===== src/rtl/clock_time_counter.sv =====
// Wall-clock time-of-day counter (24 h) driven by a one-second tick.
// Supports a range-checked front-panel load, a pause control, and carry/day pulses.
module clock_time_counter #(
    parameter int P_SEC_BIT  = 6,
    parameter int P_MIN_BIT  = 6,
    parameter int P_HOUR_BIT = 5
) (
    input  logic                  clk,
    input  logic                  reset,
    input  logic                  i_tick,
    input  logic                  i_run_en,
    input  logic                  i_load,
    input  logic [P_SEC_BIT-1:0]  i_load_sec,
    input  logic [P_MIN_BIT-1:0]  i_load_min,
    input  logic [P_HOUR_BIT-1:0] i_load_hour,
    output logic [P_SEC_BIT-1:0]  sec,
    output logic [P_MIN_BIT-1:0]  minute,
    output logic [P_HOUR_BIT-1:0] hour,
    output logic                  o_min_tick,
    output logic                  o_hour_tick,
    output logic                  o_day_tick,
    output logic                  o_load_ack,
    output logic                  o_load_err
);

    localparam logic [P_SEC_BIT-1:0]  SEC_MAX  = P_SEC_BIT'(59);
    localparam logic [P_MIN_BIT-1:0]  MIN_MAX  = P_MIN_BIT'(59);
    localparam logic [P_HOUR_BIT-1:0] HOUR_MAX = P_HOUR_BIT'(23);

    logic load_valid;
    logic count_step;
    logic sec_wrap;
    logic min_wrap;
    logic hour_wrap;

    assign load_valid = (i_load_sec <= SEC_MAX) && (i_load_min <= MIN_MAX)
                        && (i_load_hour <= HOUR_MAX);
    assign count_step = i_run_en && i_tick;
    assign sec_wrap   = (sec == SEC_MAX);
    assign min_wrap   = sec_wrap && (minute == MIN_MAX);
    assign hour_wrap  = min_wrap && (hour == HOUR_MAX);

    // A valid load takes priority over a coincident tick; a rejected load lets the tick through.
    always_ff @(posedge clk or negedge reset) begin
        if (!reset) begin
            sec         <= '0;
            minute      <= '0;
            hour        <= '0;
            o_min_tick  <= 1'b0;
            o_hour_tick <= 1'b0;
            o_day_tick  <= 1'b0;
            o_load_ack  <= 1'b0;
            o_load_err  <= 1'b0;
        end else begin
            o_min_tick  <= 1'b0;
            o_hour_tick <= 1'b0;
            o_day_tick  <= 1'b0;
            o_load_ack  <= 1'b0;
            o_load_err  <= 1'b0;
            if (i_load && load_valid) begin
                sec        <= i_load_sec;
                minute     <= i_load_min;
                hour       <= i_load_hour;
                o_load_ack <= 1'b1;
            end else begin
                if (i_load) begin
                    o_load_err <= 1'b1;
                end
                if (count_step) begin
                    sec <= sec_wrap ? '0 : sec + P_SEC_BIT'(1);
                    if (sec_wrap) begin
                        o_min_tick <= 1'b1;
                        minute     <= min_wrap ? '0 : minute + P_MIN_BIT'(1);
                    end
                    if (min_wrap) begin
                        o_hour_tick <= 1'b1;
                        hour        <= hour_wrap ? '0 : hour + P_HOUR_BIT'(1);
                    end
                    if (hour_wrap) begin
                        o_day_tick <= 1'b1;
                    end
                end
            end
        end
    end

endmodule


===== config.mk =====
export PLATFORM = sky130hd
export DESIGN_NAME = clock_time_counter
export DESIGN_NICKNAME = d
export VERILOG_FILES = /design/src/rtl/clock_time_counter.sv
export SDC_FILE = /design/constraint.sdc
export NUM_CORES = 1
export LEC_CHECK = 0
export CAP_MARGIN = 10
export CELL_PAD_IN_SITES_DETAIL_PLACEMENT = 1
export CELL_PAD_IN_SITES_GLOBAL_PLACEMENT = 2
export CORE_MARGIN = 2
export CORE_UTILIZATION = 32
export CTS_BUF_LIST = sky130_fd_sc_hd__clkbuf_8 sky130_fd_sc_hd__clkbuf_16
export CTS_CLUSTER_SIZE = 10
export DETAILED_ROUTE_END_ITERATION = 12
export DONT_BUFFER_PORTS = 1
export HOLD_SLACK_MARGIN = 0.05
export PLACE_DENSITY = 0.85
export SLEW_MARGIN = 15
export SYNTH_ARGS = -nofsm -noshare
export SYNTH_HDL_FRONTEND = slang
export SYNTH_SLANG_ARGS = --single-unit
export TNS_END_PERCENT = 10

===== constraint.sdc =====
create_clock -name clk -period 1.7 [get_ports clk]
set_clock_uncertainty 0.1 [all_clocks]
set_input_delay 0.17 -clock clk [delete_from_list [all_inputs] [get_ports clk]]
set_output_delay 0.17 -clock clk [all_outputs]
set_load 0.01 [all_outputs]

; Word level (Yosys, flattened, before mapping)
; Cells that the tools add are included.
[totals]
regBits = 22
wordCells = 51
input_bits = 22
out_inout_bits = 22
[classes]
reduce_logical = 11
n_lt_le_gt_ge = 3
n_mux = 23
eq_ne = 3
add_sub_neg = 3
[ops]
columns = cell, count
row1 = two-way mux 6 bit, 7
row2 = two-way mux 5 bit, 4
row3 = adder 6 x 1 -> 6 bit (second input constant), 2
row4 = equality test 6 bit (second input constant), 2
row5 = less-or-equal comparator 6 bit (second input constant), 2
row6 = two-way mux 1 bit, 12
row7 = logical AND 1 bit, 6
row8 = nonzero test 2 bit, 3
row9 = adder 5 x 1 -> 5 bit (second input constant), 1
row10 = equality test 5 bit (second input constant), 1
row11 = less-or-equal comparator 5 bit (second input constant), 1
row12 = AND reduction 2 bit, 2

; Longest topological paths before layout
[logic_depth]
ltp_word = 7
ltp_mapped = 7
depth_no_buf = 6

; Worst setup path before layout
; OpenSTA, ideal clock, no wires.
[synth_path]
path_kind = flip-flop to flip-flop
from = register minute[0]
to = register hour[0]
setup_ps = 143
slack_ps = -170
path_buffers = 0
stages_incl_launch_ff = 7
required_time_ps = 1457
arrival_time_ps = 1627
period_less_slack_ps = 1870
cell_sequence = dfrtp_1 -> ha_1 -> nor2b_2 -> nand4_1 -> or3_1 -> or3b_1 -> a31oi_1
[synth_via]
elab_chain_len = 7
word_cells_on_any_way = 9
cone_classes = 1 x eq/ne / 4 x mux / 4 x reduce/logical
[synth_rtl]
columns = item, line
row1 = start: declaration, 17  ; output logic [P_MIN_BIT-1:0] minute,
row2 = start signal: assignment, 62  ; minute <= i_load_min;
row3 = start signal: assignment, 73  ; minute <= min_wrap ? '0 : minute + P_MIN_BIT'(1);
row4 = equality test 6 bit *, 40  ; assign min_wrap = sec_wrap && (minute == MIN_MAX);
row5 = logical AND 1 bit *, 40
row6 = logical AND 1 bit, 41  ; assign hour_wrap = min_wrap && (hour == HOUR_MAX);
row7 = two-way mux 5 bit, 77  ; hour <= hour_wrap ? '0 : hour + P_HOUR_BIT'(1);
row8 = two-way mux 5 bit, 75  ; if (min_wrap) begin
row9 = two-way mux 5 bit, 69  ; if (count_step) begin
row10 = two-way mux 5 bit, 60  ; if (i_load && load_valid) begin
row11 = end signal: assignment, 63  ; hour <= i_load_hour;
row12 = end signal: assignment, 77
row13 = end: declaration, 18  ; output logic [P_HOUR_BIT-1:0] hour,
; Every way passes the cells marked *; elsewhere a longest branch is shown, timed or not. The select of a mux whose other input is x is not followed.
; A chain may end at the register's enable or synchronous reset.

; Worst setup path after layout
[layout_path]
from = register sec[0]
to = register sec[5]
[layout_via]
elab_chain_len = 4
word_cells_on_any_way = 5
cone_classes = 1 x add/sub / 1 x eq/ne / 3 x mux
[layout_rtl]
columns = item, line
row1 = start: declaration, 16  ; output logic [P_SEC_BIT-1:0] sec,
row2 = start signal: assignment, 61  ; sec <= i_load_sec;
row3 = start signal: assignment, 70  ; sec <= sec_wrap ? '0 : sec + P_SEC_BIT'(1);
row4 = adder 6 x 1 -> 6 bit or equality test 6 bit (tied branches), "70, 39"
row5 = two-way mux 6 bit *, 70
row6 = two-way mux 6 bit *, 69
row7 = two-way mux 6 bit *, 60
; Marked as above.

==> results.yml <==
outcome:
  status: "complete, but fails checks"
  violations: "setup timing"
worst_setup_path:
  crit_path_start_kind: "flop"
  crit_required_ns: 1.80
  reg2reg_from: "sec[0]$_DFFE_PN0P_"
  r2r_slack_ns: -0.06
  worstSetupPathType: "reg2reg"
  arrival_ns: 1.86
  r2r_cells: 6
  max_stage_delay_ns: 0.44
  regToRegEndpoint: "sec[5]$_DFFE_PN0P_"
  slowest_stage: "or4_1"
  crit_chain: "buf_4, nand3_1, or4_1, a21oi_2, a21oi_1, o21ai_1"
  crit_fanout: 4
  end_kind: "flop"
clocking:
  clockBufferDepth: 2
  tritoncts: "yes"
  cts.sinks: 22
  path_clk_slew_ns: 0.08
  root_buffer: "clkbuf_8"
  cts_max_level: 1
  clk_latency_ns: 0.26
  numCtsBuffers: 3
grt:
  grt_pass1_vias: 1522
  grt_overflow: 0
  grt-busiest-layer: "met2"
  grt_pass1_wl_um: 7810
  grtUsageTotal_pct: 23.96
  grt_max_degree: 23
  antenna_found_initial: 0
  use_met1_pct: 27.41
  use_met3_pct: 5.912
  met2_usage_pct: 43.25
hold_path:
  holdPathEnd: "sec[2]$_DFFE_PN0P_"
  hp-class: "in2reg"
  min_from: "i_tick"
  whs_path_depth: 3
yosys:
  netlist.area_leader.share_pct: 43.69
  synth_flop_cell: "dfrtp_1"
  synth_seq_cells: 22
  ys_warn_count: 0
  yosysSeqAreaShare_pct: 43.69
  synth_area_leader_cell: "dfrtp_1"
  ys_types: 40
  syn_avg_cell_area_um2: 8.873
  ys_async_sr_fraction_pct: 100.0
  syn_inst: 142
  synth_edf_count: 0
  synth_area_um2: 1260
  synth_nets: 167
  yosys-top-cells-area: "dfrtp_1 44%, nand2_1 5.4%, nor2_1 4.8%, a21oi_1 4.0%, nand3_1 4.0%"
power_and_ir_drop:
  pwr-share-clk_pct: 23.3
  p_sw_mw: 0.5530
  p_sw_share_pct: 34.35
  vdd.ir_drop.worst_v: 0.0004013
  p_leak_nw: 0.8076
  p_comb_share_pct: 36.2
  power.density_nw_per_um2: 840.5
  seqPwrFrac_pct: 40.5
  intPower_mw: 1.057
sta:
  rsz0062_at_grt: "yes"
  finalWorstSetupSlack_ns: -0.06348
  report.final.hold_viol_count: 0
  max_slew_margin_pct: 28.77
  finalSetupViolCount: 5
  tightest_slew_ns: 1.065
  fin_crit_sh_pct: 103.7
  clock.fmax_mhz: 567.1
  worst_hold_slack_ns: 0.1623
  min_period_ns: 1.763
  slew_viol_final: 0
drt:
  vias_per_cell: 5.794
  detail_route.wl_per_cell_um: 20.23
  routed_wirelength_um: 4997
  drt_iter0_drc: 66
  drtAntennaViolNets: 0
  dr.pass1.iters: 4
  drc_errors: 0
  num_vias: 1431
floorplan:
  initial_core_util_pct: 33.91
  num_io_pins: 44
  rows: 22
  fp.dieW_um: 66.75
  core-area_um2: 3716
  dieArea_um2: 4456
  dieHeight_um: 66.75
cells_and_area:
  antenna_cells: 0
  nets: 225
  final_util_pct: 51.55
  syn_to_final_growth_pct: 52.04
  drive_above_1_share_pct: 31.66
  fill_cells: 451
placement:
  dp_hpwl_um: 3101
  port_buffers: 0
  gp_congestion: 0.8868
flow_run:
  drv_cap: 0
per-layer routing:
metal | part of all wire, % | wire, um
met5 | 0 | 0
met4 | 2.3 | 113
met2 | 53 | 2652
met1 | 39 | 1936
met3 | 5.9 | 295
power by group through the flow:
stage               Clock, mW  Combinational [mW]  Sequential [mW]
detailed placement          0               0.461            0.649
floorplan                   0               0.188            0.704
CTS                     0.388               0.538            0.647
finish                  0.375               0.583            0.652
global route            0.406               0.628            0.659
global placement            0               0.438            0.643
registers in the layout (all words and copies together) (netlist names):
signal	count
hour	5
minute	6
o_day_tick	1
o_hour_tick	1
o_load_ack	1
o_load_err	1
o_min_tick	1
sec	6
layout make-up:
class	instances	area [um^2]	area share (%)
timing repair buffer	57	483.0	25.21
tap	48	60.06	3.135
inverter	1	3.754	0.1960
multi-input combinational	115	762.0	39.78
clock buffer	4	55.05	2.874
sequential	22	551.8	28.80
per-stage QoR:
step                instance area, um^2  setup slack (ns)  cells  TNS (ns)  power [mW]
global placement                   1540          -0.05229    218   -0.2054       1.081
floorplan                          1265           -0.1609    142   -0.6800      0.8915
detailed placement                 1540           -0.1699    218    -1.184       1.110
CTS                                1868          -0.03912    245   -0.1530       1.574
finish                             1916          -0.06348    247   -0.2231       1.610
global route                       1916           -0.1305    247    -1.021       1.693
cell usage after synthesis (3+ instances only):
library cell,number
or3_1,4
a21oi_1,10
a31oi_1,5
nand4_1,4
ha_1,3
dfrtp_1,22
nand2_1,18
nand3_1,10
nor3_1,5
nor2_1,16
a221oi_1,3
o21ai_1,5
o21ai_0,7
cells in the final DEF, fill, tap and decap left out, types with 5 or more instances in the layout:
| cell type | n |
|---|---|
| dlygate4sd3_1 | 22 |
| a31oi_1 | 5 |
| a21oi_1 | 8 |
| o21ai_0 | 5 |
| nor2_1 | 15 |
| nand3_1 | 10 |
| nand2_1 | 18 |
| buf_4 | 35 |
| dfrtp_1 | 21 |
| o21ai_1 | 7 |
what timing repair did:
| item | in CTS | in global routing |
|---|---|---|
| pin swaps | 3 | 3 |
| hold buffers | 22 | 0 |
| buffers inserted | 0 | 2 |
| gates resized for setup | 11 | 9 |
| gates cloned | 1 | 0 |
| endpoints found under the hold margin | 40 | 0 |
| setup endpoints to repair | 11 | 13 |
worst max-delay path, delay by kind of cell, from the launching register on:
| family | cells | cell delay (ns) |
|---|---|---|
| compound gates | 3 | 0.40 |
| flops | 1 | 0.42 |
| buf+inv | 1 | 0.19 |
| simple gates | 2 | 0.58 |
cell families after synthesis:
family	synth area share [%]
AND/OR/NAND/NOR	32.08
AO/OA/AOI/OAI	17.68
flip-flops	43.69
buffers and inverters	2.879
adder cells (fa/ha/maj)	2.979
XOR/XNOR	0.6953
how the worst max path moves through the flow:
stage | from | to | slack, ns | cells after the start
floorplan | minute[0]$_DFFE_PN0P_ | hour[0]$_DFFE_PN0P_ | -0.16 | 6
global placement | minute[0]$_DFFE_PN0P_ | hour[0]$_DFFE_PN0P_ | -0.05 | 6
detailed placement | sec[1]$_DFFE_PN0P_ | minute[3]$_DFFE_PN0P_ | -0.17 | 5
CTS | sec[1]$_DFFE_PN0P_ | hour[3]$_DFFE_PN0P_ | -0.04 | 6
global route | minute[1]$_DFFE_PN0P_ | hour[4]$_DFFE_PN0P_ | -0.13 | 6
finish | sec[0]$_DFFE_PN0P_ | sec[5]$_DFFE_PN0P_ | -0.06 | 6
Note: power is estimated with default switching activity, not from simulation.
